### src/rtl/freq_meter_pkg.sv
// Shared encodings for the frequency/period meter.
//   mode_e  : measurement mode as presented on the mode input pin
//   state_e : control FSM states
package freq_meter_pkg;

  typedef enum logic {
    MODE_FREQ   = 1'b0,
    MODE_PERIOD = 1'b1
  } mode_e;

  typedef enum logic [1:0] {
    IDLE    = 2'd0,
    MEASURE = 2'd1,
    DONE    = 2'd2
  } state_e;

endpackage

### src/rtl/freq_meter_edge_sync.sv
// Two-flop synchroniser followed by a rising-edge detector.
//   clk        : destination clock
//   rst_n      : asynchronous active-low reset
//   async_in   : signal asynchronous to clk
//   rise_pulse : one-cycle pulse for each rising edge of async_in
module edge_sync (
  input  logic clk,
  input  logic rst_n,
  input  logic async_in,
  output logic rise_pulse
);

  logic meta_q, meta_d;
  logic sync_q, sync_d;
  logic prev_q, prev_d;

  always_comb begin
    meta_d = async_in;
    sync_d = meta_q;
    prev_d = sync_q;
  end

  always_ff @(posedge clk or negedge rst_n) begin
    if (!rst_n) begin
      meta_q <= 1'b0;
      sync_q <= 1'b0;
      prev_q <= 1'b0;
    end else begin
      meta_q <= meta_d;
      sync_q <= sync_d;
      prev_q <= prev_d;
    end
  end

  assign rise_pulse = sync_q & ~prev_q;

endmodule

### src/rtl/freq_meter.sv
// Multi-channel frequency / period meter.
//   clk, rst_n : reference clock, asynchronous active-low reset
//   meas_clk   : NUM_CH measured clocks (asynchronous to clk)
//   start/stop : begin / abort a measurement (stop also ends continuous mode)
//   mode, cont : FREQ or PERIOD measurement, continuous or single shot
//   gate_len   : window length (FREQ) or timeout (PERIOD) in clk cycles
//   busy       : measurement in progress
//   res_valid  : one-cycle pulse, results below updated in the same cycle
//   res_data   : per-channel result, channel i at [i*CNT_W +: CNT_W]
//   res_ovf    : per-channel saturation flag
//   res_tmo    : per-channel PERIOD timeout flag
module freq_meter
  import freq_meter_pkg::*;
#(
  parameter int NUM_CH = 4,
  parameter int CNT_W  = 16,
  parameter int GATE_W = 16
) (
  input  logic                    clk,
  input  logic                    rst_n,
  input  logic [NUM_CH-1:0]       meas_clk,
  input  logic                    start,
  input  logic                    stop,
  input  logic                    mode,
  input  logic                    cont,
  input  logic [GATE_W-1:0]       gate_len,
  output logic                    busy,
  output logic                    res_valid,
  output logic [NUM_CH*CNT_W-1:0] res_data,
  output logic [NUM_CH-1:0]       res_ovf,
  output logic [NUM_CH-1:0]       res_tmo
);

  logic [NUM_CH-1:0] rise;

  for (genvar g = 0; g < NUM_CH; g++) begin : g_sync
    edge_sync u_edge_sync (
      .clk        (clk),
      .rst_n      (rst_n),
      .async_in   (meas_clk[g]),
      .rise_pulse (rise[g])
    );
  end

  state_e                         state_q, state_d;
  mode_e                          mode_q, mode_d;
  logic                           cont_q, cont_d;
  logic [GATE_W-1:0]              glen_q, glen_d;
  logic [GATE_W-1:0]              gcnt_q, gcnt_d;
  logic [NUM_CH-1:0][CNT_W-1:0]   cnt_q, cnt_d;
  logic [NUM_CH-1:0]              ovf_q, ovf_d;
  logic [NUM_CH-1:0]              armed_q, armed_d;
  logic [NUM_CH-1:0]              frozen_q, frozen_d;
  logic                           res_valid_q, res_valid_d;
  logic [NUM_CH*CNT_W-1:0]        res_data_q, res_data_d;
  logic [NUM_CH-1:0]              res_ovf_q, res_ovf_d;
  logic [NUM_CH-1:0]              res_tmo_q, res_tmo_d;

  always_comb begin
    state_d     = state_q;
    mode_d      = mode_q;
    cont_d      = cont_q;
    glen_d      = glen_q;
    gcnt_d      = gcnt_q;
    cnt_d       = cnt_q;
    ovf_d       = ovf_q;
    armed_d     = armed_q;
    frozen_d    = frozen_q;
    res_valid_d = 1'b0;
    res_data_d  = res_data_q;
    res_ovf_d   = res_ovf_q;
    res_tmo_d   = res_tmo_q;

    unique case (state_q)
      IDLE: begin
        if (start) begin
          mode_d   = mode_e'(mode);
          cont_d   = cont;
          glen_d   = (gate_len == '0) ? GATE_W'(1) : gate_len;
          gcnt_d   = glen_d;
          cnt_d    = '0;
          ovf_d    = '0;
          armed_d  = '0;
          frozen_d = '0;
          state_d  = MEASURE;
        end
      end

      MEASURE: begin
        gcnt_d = gcnt_q - 1'b1;
        for (int unsigned i = 0; i < NUM_CH; i++) begin
          if (mode_q == MODE_FREQ) begin
            if (rise[i]) begin
              if (cnt_q[i] == '1) ovf_d[i] = 1'b1;
              else                cnt_d[i] = cnt_q[i] + 1'b1;
            end
          end else if (!frozen_q[i]) begin
            if (armed_q[i]) begin
              // the freezing cycle itself still counts: result = edge spacing
              if (cnt_q[i] == '1) ovf_d[i] = 1'b1;
              else                cnt_d[i] = cnt_q[i] + 1'b1;
              if (rise[i]) frozen_d[i] = 1'b1;
            end else if (rise[i]) begin
              armed_d[i] = 1'b1;
            end
          end
        end

        if (stop) begin
          state_d = IDLE;
        end else if ((gcnt_d == '0) || ((mode_q == MODE_PERIOD) && (&frozen_d))) begin
          // results are registered on the way into DONE so they line up with res_valid
          state_d     = DONE;
          res_valid_d = 1'b1;
          for (int unsigned i = 0; i < NUM_CH; i++) begin
            if ((mode_q == MODE_PERIOD) && !frozen_d[i]) begin
              res_data_d[i*CNT_W +: CNT_W] = '0;
              res_ovf_d[i]                 = 1'b0;
              res_tmo_d[i]                 = 1'b1;
            end else begin
              res_data_d[i*CNT_W +: CNT_W] = cnt_d[i];
              res_ovf_d[i]                 = ovf_d[i];
              res_tmo_d[i]                 = 1'b0;
            end
          end
        end
      end

      DONE: begin
        if (cont_q && !stop) begin
          gcnt_d   = glen_q;
          cnt_d    = '0;
          ovf_d    = '0;
          armed_d  = '0;
          frozen_d = '0;
          state_d  = MEASURE;
        end else begin
          state_d = IDLE;
        end
      end

      default: state_d = IDLE;
    endcase
  end

  always_ff @(posedge clk or negedge rst_n) begin
    if (!rst_n) begin
      state_q     <= IDLE;
      mode_q      <= MODE_FREQ;
      cont_q      <= 1'b0;
      glen_q      <= '0;
      gcnt_q      <= '0;
      cnt_q       <= '0;
      ovf_q       <= '0;
      armed_q     <= '0;
      frozen_q    <= '0;
      res_valid_q <= 1'b0;
      res_data_q  <= '0;
      res_ovf_q   <= '0;
      res_tmo_q   <= '0;
    end else begin
      state_q     <= state_d;
      mode_q      <= mode_d;
      cont_q      <= cont_d;
      glen_q      <= glen_d;
      gcnt_q      <= gcnt_d;
      cnt_q       <= cnt_d;
      ovf_q       <= ovf_d;
      armed_q     <= armed_d;
      frozen_q    <= frozen_d;
      res_valid_q <= res_valid_d;
      res_data_q  <= res_data_d;
      res_ovf_q   <= res_ovf_d;
      res_tmo_q   <= res_tmo_d;
    end
  end

  assign busy      = (state_q != IDLE);
  assign res_valid = res_valid_q;
  assign res_data  = res_data_q;
  assign res_ovf   = res_ovf_q;
  assign res_tmo   = res_tmo_q;

endmodule

### config.mk
export PLATFORM = sky130hd
export DESIGN_NAME = freq_meter
export DESIGN_NICKNAME = d
export VERILOG_FILES = /design/src/rtl/freq_meter_pkg.sv /design/src/rtl/freq_meter_edge_sync.sv /design/src/rtl/freq_meter.sv
export SDC_FILE = /design/constraint.sdc
export NUM_CORES = 1
export LEC_CHECK = 0
export CORE_MARGIN = 4
export CORE_UTILIZATION = 45
export DETAILED_ROUTE_END_ITERATION = 12
export PLACE_DENSITY = 0.71
export REMOVE_ABC_BUFFERS = 1
export SYNTH_ARGS = -nofsm -noshare
export SYNTH_HDL_FRONTEND = slang
export SYNTH_SLANG_ARGS = --single-unit
### constraint.sdc
create_clock -name clk -period 5.3 [get_ports clk]
set_input_delay 0.53 -clock clk [delete_from_list [all_inputs] [get_ports clk]]
set_output_delay 0.53 -clock clk [all_outputs]
set_load 0.05 [all_outputs]
After elaboration in Yosys (flattened, before gate mapping)
Cells that the tools add are included.
- flip-flop bits (word level): 197
- logic and storage cells: 189
- memories kept: 0
- bits of input ports: 26
- ROM bits: 0
- latch bits: 0
- bits in writable memories: 0
- reductions and logical operators: 26
- bitwise gates (word level): 9
- order comparisons: 0
- multiply operators: 0
- shifts and indexed selects: 0
- equality and inequality tests: 14
- mux-type cells: 104
- divide/modulo/power cells: 0
- add/sub/neg operators: 5
- operator list (operator ; count):
    $mux W16 ; 27
    $pmux W64 S3 ; 1
    $mux W64 ; 2
    $add A16 B1 Y16 const B ; 4
    $eq A16 B16 Y1 const B ; 4
    $mux W1 ; 64
    $pmux W16 S3 ; 1
    $pmux W4 S3 ; 3
    $logic_not A16 Y1 ; 2
    $reduce_and A5 Y1 ; 4
    $sub A16 B1 Y16 const B ; 1
    $ne A2 B2 Y1 const B ; 7
    $mux W4 ; 2
    $logic_and A1 B1 Y1 ; 6
    $mux W2 ; 3
    $pmux W2 S3 ; 1
    $reduce_and A3 Y1 ; 2
    $logic_not A1 Y1 ; 5
    $not A1 Y1 ; 5
    $and A1 B1 Y1 ; 4
    $reduce_and A2 Y1 ; 2
    $reduce_and A4 Y1 ; 1
    $ne A3 B3 Y1 const B ; 1
    $reduce_bool A3 Y1 ; 1
    other kinds (5) ; 5

Depth between registers and ports, before layout
- depth in word-level cells: 13
- depth in mapped cells: 11
- depth with buffers taken out: 8

By module
A second synthesis with hierarchy kept.
- cell total of the unflattened synthesis: 1108
- area, all modules: 10526.3 um^2
- modules (own cells, without submodules) (module ; times used ; seq. area each (um^2) ; area an instance (um^2) ; cells each):
    freq_meter ; 1 ; 4629.4 ; 10171.0 ; 1092
    edge_sync ; 4 ; 75.1 ; 88.8 ; 4

Least setup slack after synthesis
OpenSTA, ideal clock, no wires.
- kind: flip-flop to flip-flop
- start point: register gcnt_q[0]
- end point: register res_data_q[0], in the netlist res_data[0]
- setup time: 128 ps
- clock period less this slack: 2869 ps
- arrival: 2741 ps
- path buffers: 3
- cell stages (with the launch flop): 12
- required time: 5172 ps
- slack: 2431 ps
- cell sequence: dfrtp_1 > inv_1 > ha_1 > buf_2 > or4b_4 > nor4b_2 > xor2_1 > a311oi_2 > a31oi_2 > buf_6 > buf_6 > mux2_1
- word-level cells in the longest chain between the ends: 4
- RTL lines (item ; RTL line ; RTL):
    from (decl) ; freq_meter.sv:49 ; logic [GATE_W-1:0] gcnt_q, gcnt_d;
    from (signal assigned) ; freq_meter.sv:166 ; gcnt_q <= gcnt_d;
    $sub A16 B1 Y16 ; freq_meter.sv:90 ; gcnt_d = gcnt_q - 1'b1;
    $logic_not A16 Y1 ; freq_meter.sv:111 ; end else if ((gcnt_d == '0) || ((mode_q == MODE_PERIOD) && (&frozen_d))) begin
    $logic_or A1 B1 Y1 ; freq_meter.sv:111 ;
    $reduce_and A3 Y1 (no source line) ; n/a ;
    to (signal assigned) ; freq_meter.sv:172 ; res_data_q <= res_data_d;
    to (decl) ; freq_meter.sv:55 ; logic [NUM_CH*CNT_W-1:0] res_data_q, res_data_d;
No other way between the ends.
A chain may end at the register's enable or synchronous reset.

Worst setup path in the final report
- start point: register gcnt_q[1]
- end point: register res_data_q[2], in the netlist res_data[2]
Same word-level chain as after synthesis.

==> impl_summary.log <==
INFO  metric met3_track_utilization_from_global_routing = 0.03205
INFO  metric core_area = around 24000 µm²
INFO  metric placed_cells = about 1500
INFO  metric io_pins = 100
INFO  metric layout.cells.most_common = dfrtp_1
INFO  metric synth_edf_count = 0
INFO  metric cts.sinks = between 150 and 200
INFO  metric run_status = finished clean
INFO  metric fraction_of_final_layout_cells_sized_beyond_drive_strength_1 = 0.07173
INFO  metric quantity_of_i_o_buffers_inserted_on_ports = 99
INFO  metric placement.setup.worst_slack = about 2 ns
INFO  metric fmax = ~300 MHz
INFO  metric layout_common_cells = 197 x dfrtp_1, 127 x nor2_1, 104 x nand2_1
INFO  metric clkLatencyLatePin = approximately 0.43 ns
INFO  metric drt_pass1_iterations = 5
INFO  metric final_core_utilization = 0.5342
INFO  metric worst_clock_skew = roughly 0.013 ns
INFO  metric grt.overflow.total = 0
INFO  metric route.vias.total = about 8700
INFO  metric leakagePower = approximately 5.4 nW
INFO  metric worst_hold_path_type = in -> async
INFO  metric worst_slew_margin_rel = 0.2890
INFO  metric global_route.usage.met1 = 0.2666
INFO  metric cts-resized-gates = 0
INFO  metric power.share.combinational = 0.279
INFO  metric globalplace.congestion = about 0.86
INFO  metric floorplan.die_area = 26660 µm²
INFO  metric setup-violations-final = 0
INFO  metric layout-area-overhead-vs-synth = 16.25%
INFO  metric startpoint_type = register
INFO  metric die-width = around 160 µm
INFO  metric power.switching_fraction = 0.3560
INFO  metric layout_setup_ws = 1.938 ns
INFO  metric netlist_area = around 11000 µm²
INFO  metric first_pass_grt_wire_length = 42200 µm
INFO  metric worst_setup_hold_path_clk_slew = approximately 0.07 ns
INFO  metric drcViolationCount = 0
INFO  metric max-clock-path-buffers = 2
INFO  metric drt-initial-drc-count = 554
INFO  metric first_global_vias = 8502
INFO  metric pin_count_of_the_biggest_net_entering_global_routing = 123
INFO  metric vdd_ir_drop_max = 0.0002182 V
INFO  metric viasPerCell = slightly below 6
INFO  metric clock_tree.root_cell = clkbuf_16
INFO  metric antenna_violating_nets_post_route = 0
INFO  metric grtUsageMet2 = 0.3157
INFO  metric final_cells = about 1500
INFO  metric wl_per_cell = around 17 µm
INFO  metric start_util = 0.4596
INFO  metric synth-seq-area-share = 0.4543
INFO  metric end_kind = register
INFO  metric synth.distinct_cells = 70
INFO  metric core.rowCount = 56
INFO  metric cts.hold.buffers_added = 0
INFO  metric clock_power_share = 0.298
INFO  metric synth.ff_latch_count = roughly 200
INFO  metric crit_type = reg -> reg
INFO  metric worst_ep_arrival_time = around 3.7 ns
INFO  metric rsz0062_at_grt = false
INFO  metric final.min_clock_period = about 3.4 ns
INFO  metric power.net_switching = 1.603 mW
INFO  metric power_density = between 300 and 400 nW/µm²
INFO  metric seqPwrFrac = 0.423
INFO  metric layout.area.seq = roughly 5000 µm²
INFO  metric tns = 0 ns
INFO  metric num-fill-cells = 2139
INFO  metric crit_required = around 5.6 ns
INFO  metric nNetsFinal = ~1200
INFO  metric multiInputGateArea = 5510 µm²
INFO  metric grt.busiest_layer = met2
INFO  metric slew_violations = 0
INFO  metric yosys_warnings = 0
INFO  metric dpl.hpwl = 16900 µm
INFO  metric design_power = 4.504 mW
INFO  metric async_set_reset_flop_share_out_of_synthesis = 1.000
INFO  metric grtUsageTotal = 0.1919
INFO  metric antenna_cells = 0
INFO  metric floorplan.die.height = between 150 and 200 µm
INFO  metric syn-instance-count = between 1000 and 1500
INFO  metric cts_tree = done
INFO  metric ys.flop_type = dfrtp_1
INFO  metric worst-path-max-fanout = 37
INFO  metric post_route_wl = 25050 µm
INFO  metric p_int = 2.901 mW
INFO  metric hold_viol_final = 0
INFO  metric tightest_slew = 1.067 ns
INFO  metric numCtsBuffers = 17
INFO  metric average_cell_area_after_synthesis = approximately 9.6 µm²
INFO  metric grt_antenna_before_repair = 0
INFO  metric timing.max_cap.violations = 0
INFO  metric post_cts_buffers = 0
INFO  metric finalCritPeriodShare = 0.6343
INFO  metric h-tree-depth = 4
[synth_stat cells, types with 5 or more instances]
cell type    n  area share
a211oi_1    12      0.0083
a21o_1      11      0.0076
a21oi_1     57       0.026
a221oi_1    13       0.010
a22o_1       5      0.0040
a31oi_1     10      0.0058
a41oi_1      6      0.0048
and2_1      14      0.0081
and3_1       7      0.0040
and4_1       8      0.0065
buf_1        5      0.0017
buf_6        7      0.0073
clkbuf_1    58       0.020
dfrtp_1    197        0.45
ha_1        10       0.012
inv_1       26      0.0090
mux2_1      49       0.051
mux2_2      31       0.032
mux2i_1     32       0.030
nand2_1    104       0.036
nand3_1     23       0.011
nand3b_1     7      0.0048
nand4_1     18       0.010
nor2_1     127       0.044
nor2b_1      9      0.0052
nor3_1      36       0.017
nor3b_1      8      0.0055
nor4_1      11      0.0063
o2111ai_1    7      0.0056
o211ai_1    14      0.0097
o21a_1       8      0.0055
o21ai_0     65       0.030
o22ai_1      6      0.0035
o31ai_1     13      0.0090
or2_2        5      0.0029
or3_1        6      0.0035
or4_1        5      0.0035
xnor2_1     21       0.017
xor2_1      23       0.019
[per-stage QoR]
| step | hold slack [ns] | area [µm²] |
|---|---|---|
| after floorplan | 0.2344 | 10510 |
| after global placement | 0.3331 | 12000 |
| after detailed placement | 0.3386 | 12000 |
| after CTS | 0.1280 | 12610 |
| after global routing | 0.1434 | 12610 |
| final | 0.1108 | 12610 |
[cells by family (layout without fill, tap and decap cells)]
group / after synthesis / count (layout) / synth area share
and+or+nand+nor: 408 / 408 / 0.1845
AOI/OAI and AO/OA: 264 / 264 / 0.1611
DFF: 197 / 197 / 0.4543
muxes: 112 / 112 / 0.1125
buffers and inverters: 101 / 164 / 0.04059
xor gates and xnor gates: 44 / 44 / 0.03551
adders and majority gates: 10 / 10 / 0.01153
[layout make-up]
type / count / share of cell area
Sequential cell: 197 / 0.3908
Clock inverter: 8 / 0.009720
Timing Repair Buffer: 107 / 0.08461
Inverter: 26 / 0.007737
Multi-Input combinational cell: 838 / 0.4368
Tap cell: 319 / 0.03164
Clock buffer: 23 / 0.03868
[state kept, by name (all words and copies together), names as in the netlist, 2 cells and up]
signal	cells
res_data	64
ovf_q	4
state_q	2
g_sync.u_edge_sync.prev_q	4
gcnt_q	16
g_sync.u_edge_sync.meta_q	4
res_ovf	4
glen_q	16
armed_q	4
cnt_q	64
frozen_q	4
res_tmo	4
g_sync.u_edge_sync.prev_d	4
[worst max-delay path, stage by stage, from the launching register on]
cell      delay, ns
dfrtp_1        0.43
inv_1          0.12
ha_1           0.32
or4b_4         0.55
nor4b_2        0.30
xor2_1         0.30
a311oi_2       0.12
a31oi_4        0.21
buf_4          0.45
mux2_2         0.40
[layer usage]
metal,wire length (µm),vias to the layer above
met2,11890,218
li1,-,4204
met1,11870,4310
met5,0,-
met4,303,0
met3,984,16
[power by group through the flow]
stage / clock [mW] / sequential (mW) / combinational (mW)
6_report: 1.34 / 1.91 / 1.25
5_1_grt: 1.44 / 1.94 / 1.40
4_1_cts: 1.38 / 1.90 / 1.27
3_5_place_dp: 0 / 1.93 / 1.26
3_3_place_gp: 0 / 1.92 / 1.23
2_1_floorplan: 0 / 1.87 / 0.880
[path summary, 6_finish.rpt]
kind / from / endpoint / depth (start not counted) / slack [ns]
worst max-delay path: gcnt_q[1] / res_data[2] / 9 / 1.94
worst min-delay path: rst_n / res_data[33] / 1 / 0.11
worst max register to register: gcnt_q[1] / res_data[2] / 9 / 1.94
worst min register to register: g_sync[1].u_edge_sync.meta_q / g_sync[1].u_edge_sync.prev_d / 0 / 0.35
max in group asynchronous: rst_n / state_q[0] / 2 / 4.10
min in group clk: g_sync[1].u_edge_sync.meta_q / g_sync[1].u_edge_sync.prev_d / 0 / 0.35
Note: power is estimated with default switching activity, not from simulation.
==> variant 1: new RTL, same settings <==
Re-encode `state_e` (3 states) as one-hot, 3 bits wide.
--- a/src/rtl/freq_meter_pkg.sv
+++ b/src/rtl/freq_meter_pkg.sv
@@ -9,8 +9,8 @@
   } mode_e;
 
-  typedef enum logic [1:0] {
-    IDLE    = 2'd0,
-    MEASURE = 2'd1,
-    DONE    = 2'd2
+  typedef enum logic [2:0] {
+    IDLE    = 3'b001,
+    MEASURE = 3'b010,
+    DONE    = 3'b100
   } state_e;
 
Behaviour: no difference found for any inputs over 4 cycles, from zero or initial values and one cycle with rst_n low; so few cycles prove little.
==> variant 1 against the original RTL <==
Routed wire length down 2.5%; final cell count down 4.8%; highest routed layer unchanged; die area fell by 2.6%; clock power fell by 9%; largest cell class unchanged; sequential share of layout area up 1.5 points; total power down 11%; sequential cell count increased by 1; synthesized area shrank 2.7%; setup slack worse by 0.0013 ns; combinational power down 23%; critical path depth is the same; cell area down 3.1%.
==> variant 1: results (changes against the original RTL) <==
Status
  • Status: finished, final reports clean

Drt
  • Wire length on met2: 11470 um (-3.5%)
  • DR WL/cell: 16.89 um (+2.4%)
  • Avg Vias per Cell: 5.816 (+0.92%)
  • DR WL met3: 1372 um (+39%)
  • Drt initial violations: 674 (+22%)
  • Met1 Wirelength: 11230 um (-5.4%)

Setup path
  • Critical path peak fanout: 52 (+41%)
  • Crit path max-delay cell type: or4b_4
  • Capturing point of the worst reg2reg path: res_data[16]
  • Worst path max stage delay: between 0.5 and 0.6 ns
  • Crit path from: gcnt_q[0]

Power
  • P_comb: 0.960 mW (-23%)
  • Pwr/cell area: 329.7 nW/um^2 (-7.7%)
  • Sw Ratio: 34.93% (-0.67 points)
  • Max IR drop VDD: 0.0002087 V (-4.4%)
  • Leakage: 5.015 nW (-6.7%)
  • Clock Power: 1.22 mW (-9%)

Synth
  • Async SR Flop Fraction: 100.0% (unchanged)
  • Number of distinct library cells after synthesis: 72 (+2.9%)
  • #FFs+latches synth: 198 (+0.51%)
  • YS warnings: 0 (unchanged)
  • Most frequent cells after synthesis: 197 x dfrtp_1, 99 x nand2_1, 99 x o21ai_0
  • Synth top area cells: dfrtp_1 47%, mux2_4 6.8%, o21ai_0 4.7%
  • Synthesized area per cell: 9.975 um^2 (+4.4%)
  • Sequential-to-total area share from yosys stat: 46.96% (+1.5 points)

GRT
  • Vias in the first global route: 8237 (-3.1%)
  • Largest net degree at the start of global routing: 87 (-29%)
  • Initial antenna violation count: 0 (unchanged)
  • Global-route wire length before repair: 41700 um (-1.2%)
  • GRT Resource Usage Total: 19.34% (+0.15 points)

Clock network
  • Root Buffer Master: clkbuf_16
  • Clk slew on worst S/H paths: around 0.080 ns
  • H-Tree Depth: 4 (unchanged)
  • Worst-Skew Late Latency: roughly 0.44 ns
  • CTS Buffer Depth: 2 (unchanged)
  • Post-CTS setup buffers: 0 (unchanged)

Finish
  • Area grow syn2layout: 15.82%
  • Multi-input gates: 781 (-6.8%)
  • Clkbuf count: 19 (-17%)
  • Fin nets: 1151 (-5.9%)
  • Non-clk buf share: 8.752% (+0.29 points)
  • Inverters excl. clock: 12 (-54%)
  • Nonclk buf count: 109 (+1.9%)
  • Fillers: 2095 (-2.1%)
  • Multi-input logic area: 5207 um^2 (-5.5%)
  • Final instance count without filler cells: 1445 (-4.8%)
  • ClkCell Share: 4.422% (-0.42 points)
  • Sequential cell area: 4956 um^2 (+0.53%)
  • Share of layout cells above drive strength 1: 11.93% (+4.8 points)

Timing
  • Final Hold Viols: 0 (unchanged)
  • Hold slack: 0.1227 ns (+0.01193 ns)
  • Final setup skew: 0.01252 ns (-0.0001925 ns)
  • Worst slew pin tran: 1.146 ns (+0.07906 ns)

Placement
  • Gpl congestion: 0.8568 (about the same)
  • HPWL after detailed placement: 16110 um (-4.7%)
  • PortBufs: 99 (unchanged)
  • Post-place setup slack: 1.933 ns (-0.02420 ns)
  • Post-DP Area: 11680 um^2 (-2.7%)

Floorplanning
  • Die area: 25970 um^2 (-2.6%)
[variant 1: cell families (layout without fill, tap and decap cells)]
| family | Yosys count | after routing | share of synthesized area (%) |
|---|---|---|---|
| and+or+nand+nor | 364 | 364 | 17.18 |
| buffers and inverters | 79 | 153 | 3.889 |
| xor gates and xnor gates | 43 | 43 | 3.568 |
| AOI/OAI and AO/OA | 290 | 290 | 17.79 |
| adders and majority gates | 6 | 6 | 0.7113 |
| muxes | 78 | 78 | 9.899 |
| DFF | 198 | 198 | 46.96 |
[variant 1: layer usage]
metal / up-vias / GRT usage (%)
li1: 4013 / -
met1: 4133 / 27.14
met2: 230 / 30.43
met3: 28 / 4.236
met4: 0 / 5.506
met5: - / 0
[variant 1: worst max-delay path by stage]
stage,endpoint,cells past startpoint,slack [ns]
finish,res_data[16],9,1.94
global route,res_data[2],9,1.72
floorplan,res_data[1],6,1.83
detailed placement,res_data[2],9,1.93
global placement,res_data[2],9,2.05
CTS,res_data[2],9,1.92
==> variant 2: new RTL, same settings <==
Made on the original files. The parameter `CNT_W` goes from 16 to 20.
--- a/src/rtl/freq_meter.sv
+++ b/src/rtl/freq_meter.sv
@@ -14,5 +14,5 @@
 #(
   parameter int NUM_CH = 4,
-  parameter int CNT_W  = 16,
+  parameter int CNT_W  = 20,
   parameter int GATE_W = 16
 ) (
Interface: changed (resized res_data); port bits go from 100 to 116. The function was not compared with the original's and may differ.
==> variant 2 against the original RTL <==
Setup slack improved by 0.14 ns; first-iteration DRC count increased by 30%; routed wire length is 21% higher; total power up 19%; synthesized area is 17% higher; sequential cell count is 32 higher; sequential share of layout area down 0.54 points; non-clock buffer count up 18; via count increased by 18%; cell area rose by 18%.
==> variant 2: results (changes against the original RTL) <==
Status
  • Status: finished, final reports clean

GRT
  • GR Layer Usage met2: 30.70% (-0.87 points)
  • GR Layer Usage met1: 28.49% (+1.8 points)
  • Met3 Track Usage GR: 2.518% (-0.69 points)
  • Global-route wire length before repair: 50510 um (+20%)
  • Largest net degree at the start of global routing: 118 (-4.1%)

Timing
  • Final setup skew: 0.01130 ns (-0.001418 ns)
  • Slew margin rel.: 26.62% (-2.3 points)

Finish
  • Share of layout cells above drive strength 1: 6.653% (-0.52 points)
  • Fin nets: 1432 (+17%)
  • Fillers: 2520 (+18%)

Drt
  • TritonRoute pass-1 iters: 7 (+2)
  • Final WL: 30260 um (+21%)
  • Drt initial violations: 722 (+30%)

Setup path
  • Worst Path Arrival: 3.60 ns (-0.08 ns)
  • Crit path max-delay cell type: a211o_4
  • Worst path max stage delay: 0.77 ns (+0.22 ns)
  • Critical path peak fanout: 79 (+110%)

Synth
  • Sequential-to-total area share from yosys stat: 45.24% (-0.18 points)
  • Most frequent cells after synthesis: 229 x dfrtp_1, 123 x nor2_1, 122 x nand2_1
  • Number of distinct library cells after synthesis: 72 (+2.9%)

Power
  • Leakage: 6.118 nW (+14%)

Clock network
  • H-Tree Depth: 1 (-3)
  • Worst-Skew Late Latency: 0.52 ns (+0.09 ns)
  • CTS Buffer Depth: 3 (+1)
  • Total CTS buffers: 25 (+8)

Placement
  • Post-place setup slack: 2.082 ns (+0.1250 ns)
  • HPWL after detailed placement: 19990 um (+18%)
  • PortBufs: 115 (+16%)
-- variant 2: cell count changes after synthesis, moves of 16 or more --
cell | before | now
or3_1 | 6 | 22
dfrtp_1 | 197 | 229
o21ai_0 | 65 | 89
nand3_1 | 23 | 40
nand2_1 | 104 | 122
mux2_1 | 49 | 79
-- variant 2: kinds of logic (layout without fill, tap and decap cells) --
group / Yosys count / after routing / share of synthesized area [%]
flops: 229 / 229 / 45.24
xor+xnor: 47 / 47 / 3.250
simple gates: 481 / 481 / 19.01
buf+inv: 119 / 199 / 3.823
fa+ha+maj: 10 / 10 / 0.9878
compound gates: 308 / 308 / 15.73
mux: 139 / 139 / 11.96
-- variant 2: metrics by stage --
| step | power [mW] | hold slack, ns | instances | area, um^2 |
|---|---|---|---|---|
| floorplan | 3.094 | 0.2344 | 1244 | 12290 |
| global placement | 3.577 | 0.3348 | 1747 | 14030 |
| detailed placement | 3.609 | 0.3372 | 1747 | 14030 |
| CTS | 5.391 | 0.1153 | 1791 | 14870 |
| global route | 5.653 | 0.1430 | 1791 | 14870 |
| finish | 5.346 | 0.05740 | 1791 | 14870 |
-- variant 2: cell type report --
type                            count  area, um^2  share of cell area [%]
Clock buffer                       36       737.0                   4.957
Timing Repair Buffer              125        1231                   8.281
Multi-Input combinational cell    985        6485                   43.62
Clock inverter                      8       98.84                  0.6648
Inverter                           30       112.6                  0.7574
Sequential cell                   229        5731                   38.54
Tap cell                          378       473.0                   3.181
-- variant 2: where the power goes --
group / leakage, nW / switching [mW] / internal [mW] / total [mW]
logic: 2.66 / 0.966 / 0.463 / 1.43
registers: 3.05 / 0.236 / 1.92 / 2.16
clock network: 0.408 / 0.701 / 1.06 / 1.76
-- variant 2: per-layer routing --
layer | routed length [um] | vias up
li1 | - | 4981
met1 | 14350 | 5059
met2 | 13790 | 274
met3 | 1665 | 31
met4 | 451 | 0
met5 | 0 | -
-- variant 2: worst paths after layout --
| check | endpoint | slack (ns) | cells past startpoint |
|---|---|---|---|
| setup / recovery | cnt_q[41] | 2.08 | 7 |
| hold / removal | cnt_q[8] | 0.06 | 1 |
| setup reg to reg | cnt_q[41] | 2.08 | 7 |
| hold reg to reg | g_sync[2].u_edge_sync.prev_d | 0.34 | 0 |
| max in group asynchronous | glen_q[2] | 3.85 | 2 |
| min in group clk | g_sync[2].u_edge_sync.prev_d | 0.34 | 0 |
-- variant 2: worst max-delay path, delay by kind of cell (launching register included) --
kind | cells | cell delay (ns)
flip-flops | 1 | 0.40
AO/OA/AOI/OAI | 3 | 1.09
buffers and inverters | 2 | 0.63
adder cells (fa/ha/maj) | 1 | 0.74
AND/OR/NAND/NOR | 1 | 0.14
